===== src/rtl/rom_arbiter_pkg.sv =====
// rom_arbiter_pkg: shared widths, FSM encoding and requester IDs for the ROM burst arbiter
package rom_arbiter_pkg;
  localparam int AW = 12;
  localparam int DW = 8;
  localparam int LW = 4;
  typedef enum logic {IDLE = 1'b0, BURST = 1'b1} state_t;
  localparam logic REQ0 = 1'b0;
  localparam logic REQ1 = 1'b1;
endpackage


===== src/rtl/rom_arbiter_if.sv =====
// rom_arbiter_if: requester handshakes, ROM address/data and tagged read-return bundle
interface rom_arbiter_if;
  import rom_arbiter_pkg::*;
  logic          req0, req1;
  logic [AW-1:0] addr0, addr1;
  logic [LW-1:0] len0, len1;
  logic          ack0, ack1;
  logic [AW-1:0] rom_addr;
  logic [DW-1:0] rom_data;
  logic [DW-1:0] rdata;
  logic          rvalid0, rvalid1, rlast, busy;
  modport master (
    output req0, addr0, len0, req1, addr1, len1, rom_data,
    input  ack0, ack1, rom_addr, rdata, rvalid0, rvalid1, rlast, busy
  );
  modport slave (
    input  req0, addr0, len0, req1, addr1, len1, rom_data,
    output ack0, ack1, rom_addr, rdata, rvalid0, rvalid1, rlast, busy
  );
endinterface


===== src/rtl/rom_arbiter_rr_arb2.sv =====
// rr_arb2: combinational two-way round-robin pick; ptr breaks the tie when both request
module rr_arb2 (
  input  logic req0,
  input  logic req1,
  input  logic ptr,
  output logic grant_valid,
  output logic grant_id
);
  assign grant_valid = req0 | req1;
  assign grant_id    = (req0 & req1) ? ptr : req1;
endmodule


===== src/rtl/rom_arbiter.sv =====
// rom_arbiter: round-robin burst-read controller sharing one asynchronous ROM between two requesters
module rom_arbiter
  import rom_arbiter_pkg::*;
(
  input logic         clk,
  input logic         reset,
  rom_arbiter_if.slave bus
);
  state_t        state, state_n;
  logic [AW-1:0] addr_q, addr_n;
  logic [LW-1:0] cnt, cnt_n;
  logic [DW-1:0] rdata_q, rdata_n;
  logic          id, id_n, ptr, ptr_n;
  logic          ack0_q, ack0_n, ack1_q, ack1_n;
  logic          rv0_q, rv0_n, rv1_q, rv1_n, rlast_q, rlast_n;
  logic          gv, gid;
  rr_arb2 u_arb (
    .req0       (bus.req0),
    .req1       (bus.req1),
    .ptr        (ptr),
    .grant_valid(gv),
    .grant_id   (gid)
  );
  always_ff @(posedge clk) begin
    if (!reset) begin
      state   <= IDLE;
      addr_q  <= '0;
      cnt     <= '0;
      rdata_q <= '0;
      id      <= REQ0;
      ptr     <= REQ0;
      ack0_q  <= 1'b0;
      ack1_q  <= 1'b0;
      rv0_q   <= 1'b0;
      rv1_q   <= 1'b0;
      rlast_q <= 1'b0;
    end else begin
      state   <= state_n;
      addr_q  <= addr_n;
      cnt     <= cnt_n;
      rdata_q <= rdata_n;
      id      <= id_n;
      ptr     <= ptr_n;
      ack0_q  <= ack0_n;
      ack1_q  <= ack1_n;
      rv0_q   <= rv0_n;
      rv1_q   <= rv1_n;
      rlast_q <= rlast_n;
    end
  end
  // The final beat is registered on the last BURST edge, so arbitration overlaps it in IDLE
  always_comb begin
    state_n = state;
    addr_n  = addr_q;
    cnt_n   = cnt;
    rdata_n = rdata_q;
    id_n    = id;
    ptr_n   = ptr;
    ack0_n  = 1'b0;
    ack1_n  = 1'b0;
    rv0_n   = 1'b0;
    rv1_n   = 1'b0;
    rlast_n = 1'b0;
    if (state == IDLE) begin
      if (gv) begin
        state_n = BURST;
        ack0_n  = gid == REQ0;
        ack1_n  = gid == REQ1;
        addr_n  = gid ? bus.addr1 : bus.addr0;
        cnt_n   = gid ? bus.len1 : bus.len0;
        id_n    = gid;
        ptr_n   = ~gid;
      end
    end else begin
      rdata_n = bus.rom_data;
      rv0_n   = id == REQ0;
      rv1_n   = id == REQ1;
      rlast_n = cnt == '0;
      state_n = (cnt == '0) ? IDLE : BURST;
      addr_n  = (cnt == '0) ? addr_q : addr_q + 1'b1;
      cnt_n   = (cnt == '0) ? cnt : cnt - 1'b1;
    end
  end
  assign bus.ack0     = ack0_q;
  assign bus.ack1     = ack1_q;
  assign bus.rom_addr = addr_q;
  assign bus.rdata    = rdata_q;
  assign bus.rvalid0  = rv0_q;
  assign bus.rvalid1  = rv1_q;
  assign bus.rlast    = rlast_q;
  assign bus.busy     = state == BURST;
endmodule


===== src/flat_wrapper.sv =====
// flat-port wrapper written by rule: the top's interface ports become plain ports
module rom_arbiter_flat import rom_arbiter_pkg::*;
  (clk, reset, bus_req0, bus_addr0, bus_len0, bus_req1, bus_addr1, bus_len1, bus_rom_data, bus_ack0, bus_ack1, bus_rom_addr, bus_rdata, bus_rvalid0, bus_rvalid1, bus_rlast, bus_busy);
  rom_arbiter_if bus_i ();
  input logic clk;
  input logic reset;
  input wire logic [$bits(bus_i.req0)-1:0] bus_req0;
  input wire logic [$bits(bus_i.addr0)-1:0] bus_addr0;
  input wire logic [$bits(bus_i.len0)-1:0] bus_len0;
  input wire logic [$bits(bus_i.req1)-1:0] bus_req1;
  input wire logic [$bits(bus_i.addr1)-1:0] bus_addr1;
  input wire logic [$bits(bus_i.len1)-1:0] bus_len1;
  input wire logic [$bits(bus_i.rom_data)-1:0] bus_rom_data;
  output wire logic [$bits(bus_i.ack0)-1:0] bus_ack0;
  output wire logic [$bits(bus_i.ack1)-1:0] bus_ack1;
  output wire logic [$bits(bus_i.rom_addr)-1:0] bus_rom_addr;
  output wire logic [$bits(bus_i.rdata)-1:0] bus_rdata;
  output wire logic [$bits(bus_i.rvalid0)-1:0] bus_rvalid0;
  output wire logic [$bits(bus_i.rvalid1)-1:0] bus_rvalid1;
  output wire logic [$bits(bus_i.rlast)-1:0] bus_rlast;
  output wire logic [$bits(bus_i.busy)-1:0] bus_busy;
  assign bus_i.req0 = bus_req0;
  assign bus_i.addr0 = bus_addr0;
  assign bus_i.len0 = bus_len0;
  assign bus_i.req1 = bus_req1;
  assign bus_i.addr1 = bus_addr1;
  assign bus_i.len1 = bus_len1;
  assign bus_i.rom_data = bus_rom_data;
  assign bus_ack0 = bus_i.ack0;
  assign bus_ack1 = bus_i.ack1;
  assign bus_rom_addr = bus_i.rom_addr;
  assign bus_rdata = bus_i.rdata;
  assign bus_rvalid0 = bus_i.rvalid0;
  assign bus_rvalid1 = bus_i.rvalid1;
  assign bus_rlast = bus_i.rlast;
  assign bus_busy = bus_i.busy;
  rom_arbiter u_core (.clk(clk), .reset(reset), .bus(bus_i));
endmodule

===== config.mk =====
export PLATFORM = sky130hd
export DESIGN_NAME = rom_arbiter_flat
export DESIGN_NICKNAME = d
export VERILOG_FILES = /design/src/rtl/rom_arbiter_pkg.sv /design/src/rtl/rom_arbiter_if.sv /design/src/rtl/rom_arbiter_rr_arb2.sv /design/src/rtl/rom_arbiter.sv /design/src/flat_wrapper.sv
export SDC_FILE = /design/constraint.sdc
export NUM_CORES = 1
export LEC_CHECK = 0
export CAP_MARGIN = 15
export CORE_MARGIN = 1.5
export CORE_UTILIZATION = 30
export DETAILED_ROUTE_END_ITERATION = 16
export SLEW_MARGIN = 20
export SYNTH_ARGS = -nofsm -noshare
export SYNTH_HDL_FRONTEND = slang
export SYNTH_SLANG_ARGS = --single-unit

===== constraint.sdc =====
create_clock -name clk -period 1.9 [get_ports clk]
set_input_delay 0.19 -clock clk [delete_from_list [all_inputs] [get_ports clk]]
set_output_delay 0.19 -clock clk [all_outputs]
set_load 0.005 [all_outputs]

==> reports/qor.txt <==
status: finished clean
# H-tree levels: 2
post-DR wirelength/cell: 15.0 um
Pleak: 1.06 nW
GP Congestion: 0.925
# IOs: 70
R2R Path Start: u_core.bus.rom_addr[0]$_SDFFE_PN0P_
first-pass GRT wire length: 8.91 mm
top_reg_cell synth: dfxtp_1
cell area after synthesis: 1730 um^2
Synth Area in Simple Gates: 24.2%
Post-Route Skew: 0.00767 ns
Peak Freq: 0.563 GHz
syn nets: 253
vias in the first global route: 1838
Int Pwr: 1.49 mW
endpoint class of the critical path: flop
clock network power share: 26.6%
Adder-Cell Fraction of Synth Area: 1.45%
largest family of logic cells by synthesized area: simple AND/OR/NAND/NOR gates
min Tclk post-route: 1.78 ns
CTS max path bufs: 2
Detailed Route WL: 5.47 mm
Yosys warning total: 0
count of cell types in the netlist: 46
initial drt markers: 178
Final Hold Viols: 0
nets: 338
Finished Layout Cells: 364
Slew Limit Headroom: 71.9%
placed instance count: 357
Critical Path Source Type: flop
Routed Antenna Nets: 0
Tot Pwr: 2.15 mW
post-synthesis average cell area: 8.36 um^2
PostCTS Resize Cnt: 0
number of max-cap violations: 0
slowest stage delay, CP: 0.40 ns
Post-route DRC: 0
CTS sink cnt: 32
RSZ-0062 raised after global routing: false
Initial Util: 31.2%
fin worst setup slack: 0.124 ns
# diodes: 0
Critical Path RT: 2.12 ns
pin count of the biggest net entering global routing: 23
placed instance area: 2630 um^2
chip height: 78.9 um
sw frac: 30.5%
commonest cells in the netlist: dfxtp_1 (32), nor2_1 (17), nand2_1 (14), nand3_1 (14)
initial antenna violation count: 0
TritonCTS Buffers: 5
Cell Pwr Density: 785 nW/um^2
DP Worst Slack: 0.0412 ns
Fin Setup TNS: 0 ns
setup violators final: 0
FF-to-FF setup slack: 0.12 ns
top-area cell type share of the netlist area: 37.0%
via count: 1925
area delta synth->final: 58.0%
maximum VDD drop: 0.000413 V
Design Area, Final: 2730 um^2
Reg clk slew, reported paths: 0.07 ns
XOR/XNOR Fraction of Synth Area: 0%
most frequent cell after synthesis: dfxtp_1
async set-or-reset flop fraction in the synthesized netlist: 0%
slowest CP cell: or4_1
Die X: 78.9 um
row count: 27
ranking of synthesized cells by area: dfxtp_1 (37%), mux2i_1 (6.9%), and3_1 (4.3%)
number of synthesized flops with an enable pin: 0
hold_ws: 0.420 ns
CP startpoint: u_core.bus.rom_addr[0]$_SDFFE_PN0P_
max FFs per register: 12
root buffer cell: clkbuf_8
Tightest Hold Check Type: reg -> reg
post-layout util: 49.3%
Max FO, Critical Path: 4
routed vias/inst: 5.29
Setup CP Type: reg -> reg
Flop pwr share: 37.9%
Total GRT Usage: 18.2%
CP Data Arrival Time: 1.99 ns
Syn Inst Count: 207
R2R depth: 5
Comb power frac: 35.5%
CTS tree: done
switching power: 655 uW
Synth area leader: dfxtp_1
Core Footprint: 5540 um^2
first-pass detailed-route iteration total: 5
post-synthesis compound-gate area fraction: 23.3%
Final Max Slew Viols: 0
number of port buffers: 69
post-synthesis mux area share: 8.89%
Reg2Reg Capture Point: u_core.bus.rom_addr[10]$_SDFFE_PN0P_
Tcrit/Tclk final: 93.5%
share of cells above drive strength 1: 14.0%
Slew @ Worst Pin: 0.422 ns
DP Wirelength: 4.17 mm
setup bufs post-CTS: 0
Seq cells post-synth: 32
Die ar.: 6230 um^2
total congestion overflow: 0
Setup crit end: u_core.bus.rom_addr[10]$_SDFFE_PN0P_
Seq/Total Area, Yosys: 37.0%
worst-skew pair later-pin latency: 0.29 ns
cells along the critical path: ha_1 -> and4_4 -> or3b_1 -> or4_1 -> o211ai_1
cts hold-fix bufs: 0
power by group through the flow:
stage,sequential (mW),combinational (mW),clock [mW]
2_1_floorplan,0.842,0.340,0
3_3_place_gp,0.829,0.752,0
3_5_place_dp,0.829,0.752,0
4_1_cts,0.815,0.756,0.582
5_1_grt,0.826,0.834,0.608
6_report,0.814,0.762,0.571
worst max-delay path, delay by kind of cell (launching register included):
family          cells  cell delay (ns)
compound gates      1             0.10
flops               1             0.35
simple gates        3             1.04
fa+ha+maj           1             0.21
routing by layer:
layer | GRT usage, % | routed length [um]
met5 | 0 | 0
met3 | 5.29 | 532
met4 | 5.61 | 74
met1 | 25.0 | 2430
met2 | 27.4 | 2430
kinds of logic after synthesis:
family | Yosys count
AO/OA/AOI/OAI | 57
adder cells (fa/ha/maj) | 2
buffers and inverters | 22
flip-flops | 32
multiplexers | 15
AND/OR/NAND/NOR | 79
layout by cell type, fill, tap and decap left out, types with 2 or more instances in the layout:
| cell | synthesis | routed |
|---|---|---|
| nand3_1 | 14 | 14 |
| or3_1 | 2 | 2 |
| clkbuf_8 | 0 | 7 |
| mux2i_1 | 12 | 12 |
| a22oi_1 | 2 | 2 |
| and3_1 | 12 | 12 |
| o21ai_0 | 8 | 8 |
| buf_4 | 0 | 24 |
| o22ai_1 | 2 | 2 |
| or4_1 | 5 | 5 |
| o32ai_1 | 2 | 2 |
| a31oi_1 | 2 | 2 |
| nand2_1 | 14 | 14 |
| nand4_1 | 4 | 4 |
| dfxtp_1 | 32 | 32 |
| a211oi_1 | 4 | 4 |
| mux2_2 | 3 | 3 |
| nor2_1 | 17 | 17 |
| clkdlybuf4s50_1 | 0 | 69 |
| a32oi_1 | 4 | 4 |
| o221ai_1 | 2 | 2 |
| o211ai_1 | 5 | 5 |
| inv_1 | 7 | 7 |
| a21oi_1 | 10 | 10 |
| nor3_1 | 3 | 3 |
| a21boi_0 | 6 | 6 |
worst min-delay path by stage:
stage | from | endpoint | slack, ns | cells after the start
final | u_core.id$_SDFFE_PN0P_ | u_core.bus.rvalid0$_SDFF_PN0_ | 0.42 | 1
after CTS | u_core.id$_SDFFE_PN0P_ | u_core.bus.rvalid0$_SDFF_PN0_ | 0.42 | 1
after global placement | u_core.id$_SDFFE_PN0P_ | u_core.bus.rvalid0$_SDFF_PN0_ | 0.41 | 1
after global routing | u_core.id$_SDFFE_PN0P_ | u_core.bus.rvalid0$_SDFF_PN0_ | 0.43 | 1
after detailed placement | u_core.id$_SDFFE_PN0P_ | u_core.bus.rvalid0$_SDFF_PN0_ | 0.41 | 1
after floorplan | bus_rom_data[0] | u_core.bus.rdata[0]$_SDFFE_PN0P_ | 0.34 | 2
layout make-up:
type,count,area (um^2)
clock buffers,7,96.3
fillers,575,2810
inverters,7,26.3
multi-input cells,153,1010
flip-flops and latches,32,641
well taps,72,90.1
repair buffers,93,871
Note: power is estimated with default switching activity, not from simulation.
==> RTL edit 1, RTL diff (same settings) <==
Make the reset (`reset`) asynchronous in one clocked block.
--- a/src/rtl/rom_arbiter.sv
+++ b/src/rtl/rom_arbiter.sv
@@ -23,3 +23,3 @@
   );
-  always_ff @(posedge clk) begin
+  always_ff @(posedge clk or negedge reset) begin
     if (!reset) begin
Behaviour: differs if reset is asserted again (counterexample within 4 cycles, from zero or initial values and one cycle with reset low); with reset held inactive, the same outputs for 10 cycles.
==> RTL edit 1 against the unedited design <==
  * Worst setup slack improved by 0.13 ns
  * Critical path depth decreased by 3
  * Synthesized area increased by 3.0%
  * Sequential cell count unchanged
  * Design area decreased by 1.1%
  * Count of clock-buffer cells in the layout decreased by 1
  * Maximum frequency increased by 7.8%
  * Clock skew decreased by 0.0063 ns
  * Wire length decreased by 10%
  * Sequential share of layout area increased by 6.2 points
  * Worst hold slack got worse by 0.11 ns
  * Highest routed layer unchanged
Power is not compared: it rests on default switching activity, and its combinational part moved more than twofold at a synthesized area within 25%.
==> RTL edit 1: results (changes against the unedited design) <==
[run_status]
status = completed

[placement]
place.gp.congestion = 0.758  ; -18%
portBuffers = 69  ; unchanged
hpwlAfterDp_um = 3630  ; -13%

[logic_synthesis]
synth_area_leader_cell = dfrtp_1
synthMuxAreaShare_pct = 11.8  ; +2.9 points
synthTopCellsByArea = dfrtp_1 45%, mux2i_1 6.7%, mux2_2 5.1%
yosysUniqueCellTypes = 46  ; unchanged
synth_xor_area_share_pct = 0  ; unchanged
synth_common_cells = 32 x dfrtp_1, 13 x nor2_1, 12 x mux2i_1
synth-seq-area-share_pct = 44.9  ; +7.9 points
syn_nets = 219  ; -13%
synthAdderAreaFrac_pct = 2.11  ; +0.66 points
async_reset_ff_share_pct = 100  ; +100 points
synth_compound_area_share_pct = 19.1  ; -4.2 points
yosysWarnings = 0  ; unchanged

[setup_path]
critPathArrivalTime_ns = 1.46  ; -0.53 ns
critical_path.max_stage_delay_ns = 0.53  ; +0.13 ns
critical_path.top_delay_family = buffers and inverters
cpMaxStageDelayCell = clkdlybuf4s50_1
reg2reg_slack_ns = 0.26  ; +0.14 ns
r2r-end = u_core.bus.rom_addr[10]
cp-startpoint = u_core.bus.busy
rr_startpoint = u_core.bus.rom_addr[1]
worst-path-max-fanout = 12  ; +8

[route]
drtPass1Iterations = 4  ; -1
dr_wl_met2_um = 2330  ; -4.0%
drtIter0Drc = 110  ; -38%
wl_met1_um = 2240  ; -7.8%
wl_met3_um = 250  ; -53%
wl_per_cell_um = 15.1  ; +0.34%
vias = 1636  ; -15%

[cells_and_area]
largest_reg_flops = 12  ; unchanged
fin_nets = 299  ; -12%
n_fill_cell = 588  ; +2.3%
diodes = 0  ; unchanged
drive_gt1_share_pct = 17.0  ; +3.0 points

[global_routing]
grt_max_degree = 33  ; +43%
grt_pass1_wl_um = 8340  ; -6.3%
antenna_found_initial = 0  ; unchanged
use_met3_pct = 2.84  ; -2.4 points
grt_pass1_vias = 1700  ; -7.5%
grt.total_usage_pct = 16.8  ; -1.4 points
grt_use_met2_pct = 27.1  ; -0.27 points
use_met1_pct = 22.4  ; -2.6 points

[min_path]
holdCritPathClass = primary input to async pin

[clock_network]
htreeDepth = 2  ; unchanged
root_buffer = clkbuf_8
ctsResizeCount = 0  ; unchanged
cts_max_path_buffers = 2  ; unchanged

[timing]
relSlewSlack_pct = 61.6  ; -10 points
holdWs_ns = 0.310  ; -0.109 ns
fin_tns_setup_ns = 0  ; unchanged
fin_worst_skew_ns = 0.00135  ; -0.00632 ns

[power]
p_leak_uw = 0.00114

-- RTL edit 1: worst reg2reg max path: stages, from the launching register on --
cell and delay (ns):
dfrtp_1 0.45, ha_1 0.26, nand3_1 0.20, nor3_2 0.26
mux2i_1 0.25, a221oi_2 0.09
-- RTL edit 1: where the power goes --
part | internal [uW] | switching, uW | total [uW]
logic | 1040 | 837 | 1870
clock network | 289 | 259 | 548
registers | 973 | 289 | 1260
-- RTL edit 1: per-stage QoR --
step / power, uW / instance area [um^2] / cells / worst slack (ns)
floorplan: 2290 / 1780 / 172 / 0.349
global placement: 3120 / 2610 / 317 / 0.0785
detailed placement: 3160 / 2610 / 317 / 0.0529
CTS: 3730 / 2710 / 325 / 0.233
global route: 4020 / 2710 / 325 / 0.106
finish: 3680 / 2710 / 325 / 0.252
-- RTL edit 1: how the worst max path moves through the flow --
stage	end	slack, ns	cells past startpoint
final	bus_busy	0.25	2
after global placement	u_core.bus.rom_addr[0]	0.08	6
after detailed placement	u_core.bus.rom_addr[0]	0.05	6
after CTS	bus_busy	0.23	2
after floorplan	u_core.bus.rom_addr[6]	0.35	7
after global routing	u_core.bus.rom_addr[10]	0.11	5
-- RTL edit 1: logic make-up after synthesis --
group                    Yosys count
multiplexers                      20
AO/OA/AOI/OAI                     44
buffers and inverters             17
adder cells (fa/ha/maj)            3
flip-flops                        32
AND/OR/NAND/NOR                   56
-- RTL edit 1: layout make-up --
type                       count  share of cell area (%)
clock buffer                   6                    3.05
clock inverter                 2                   0.370
inverter                       7                   0.971
multi-input combinational    123                    33.3
sequential                    32                    29.6
tap                           72                    3.33
timing repair buffer          83                    29.4
==> RTL edit 2, RTL diff (same flow settings) <==
Without the edit above. `AW`: 12 -> 10.
--- a/src/rtl/rom_arbiter_pkg.sv
+++ b/src/rtl/rom_arbiter_pkg.sv
@@ -2,3 +2,3 @@
 package rom_arbiter_pkg;
-  localparam int AW = 12;
+  localparam int AW = 10;
   localparam int DW = 8;
Interface: changed (resized bus_addr0, bus_addr1 and bus_rom_addr); port bits go from 70 to 64. No check against the original RTL was run, so the function may have changed too.
==> RTL edit 2 against the unedited design <==
  * Highest routed layer unchanged
  * Wire length decreased by 8.3%
  * Utilization decreased by 1.5 points
  * Maximum frequency increased by 0.68%
  * Cell count decreased by 9.1%
  * Design area decreased by 9.5%
  * Power decreased by 2.9%
  * Worst setup slack improved by 0.012 ns
  * Worst hold slack improved by 0.026 ns
  * Critical path type is now flip-flop to output port
  * Critical endpoint is now bus_busy
  * Synthesized area decreased by 6.0%
  * Sequential cell count decreased by 2
==> RTL edit 2: results (changes against the unedited design) <==
[run_status]
status = completed

[logic_synthesis]
syn_nets = 233  ; -7.9%
synthMuxAreaShare_pct = 5.54  ; -3.4 points
yosysWarnings = 0  ; unchanged
synthAdderAreaFrac_pct = 1.54  ; +0.092 points
yosysUniqueCellTypes = 49  ; +6.5%
synthTopCellsByArea = dfxtp_1 37%, mux2i_1 5.5%, nand3_1 4.9%
synth_xor_area_share_pct = 0.538  ; +0.54 points
synth_common_cells = 30 x dfxtp_1, 16 x nand3_1, 14 x nor2_1
avgSynthCellArea_um2 = 8.52  ; +1.9%

[placement]
pre_cts_slack_ns = 0.167  ; +0.126 ns
hpwlAfterDp_um = 3680  ; -12%
portBuffers = 63  ; -8.7%
place.gp.congestion = 0.844  ; -8.7%
dp.cells = 323  ; -9.5%

[route]
wirelength_um = 5010  ; -8.3%
wl_met1_um = 2450  ; +0.78%
drtIter0Drc = 96  ; -46%
drtPass1Iterations = 4  ; -1
wl_met3_um = 287  ; -46%
vias = 1724  ; -10%

[timing]
relSlewSlack_pct = 73.6  ; +1.7 points
period_share_pct = 92.8  ; -0.63 points
holdWs_ns = 0.445  ; +0.0255 ns
fin_worst_skew_ns = 0.00505  ; -0.00262 ns

[power]
ir_drop_v = 0.000367  ; -11%
p_int_uw = 1450  ; -2.5%
p_leak_uw = 0.000942  ; -11%
p_clk_uw = 646  ; +13%
p_seq_uw = 796  ; -2%
p_comb_uw = 644  ; -15%

[setup_path]
cp-endpoint = bus_busy
r2r-end = u_core.bus.rom_addr[1]
reg2reg_slack_ns = 0.19  ; +0.07 ns
critical_path.max_stage_delay_ns = 0.56  ; +0.16 ns
r2r_cells = 6  ; +1
rr_startpoint = u_core.cnt[0]
worst-path-max-fanout = 21  ; +17
critPathArrivalTime_ns = 1.57  ; -0.42 ns
cpMaxStageDelayCell = clkdlybuf4s50_1

[global_routing]
grt-ovfl-total = 0  ; unchanged
grt.total_usage_pct = 18.3  ; +0.11 points
grt_max_degree = 22  ; -4.3%
grt_pass1_vias = 1579  ; -14%
grt_pass1_wl_um = 8370  ; -6.0%

[cells_and_area]
finalNonFillerCells = 331  ; -9.1%
fin_nets = 302  ; -11%
n_fill_cell = 503  ; -13%

[RTL edit 2: cell types whose count changed in the layout (fill, tap and decap cells not counted), sizes merged, moves of 5 or more]
cell	unedited run	this run
clkdlybuf4s50	69	63
buf	24	12
a221oi	0	5
and4	1	6
o21ai	8	13
[RTL edit 2: layout make-up]
cell class | instances | area (um^2) | area share [%]
clock inverters | 3 | 40.0 | 1.62
clock buffers | 5 | 68.8 | 2.78
flip-flops and latches | 30 | 601 | 24.3
inverters | 7 | 26.3 | 1.06
well taps | 70 | 87.6 | 3.54
multi-input cells | 141 | 931 | 37.6
repair buffers | 75 | 721 | 29.1
[RTL edit 2: cells by family (layout without fill, tap and decap cells)]
group,count (synthesis),after routing
and+or+nand+nor,81,81
AOI/OAI and AO/OA,48,48
DFF,30,30
buffers and inverters,20,90
muxes,9,9
adders and majority gates,2,2
xor gates and xnor gates,1,1
[RTL edit 2: layer usage]
metal	up-vias	global-route usage, %
li1	864	-
met1	800	25.1
met2	54	26.9
met3	6	5.63
met4	0	6.67
met5	-	0
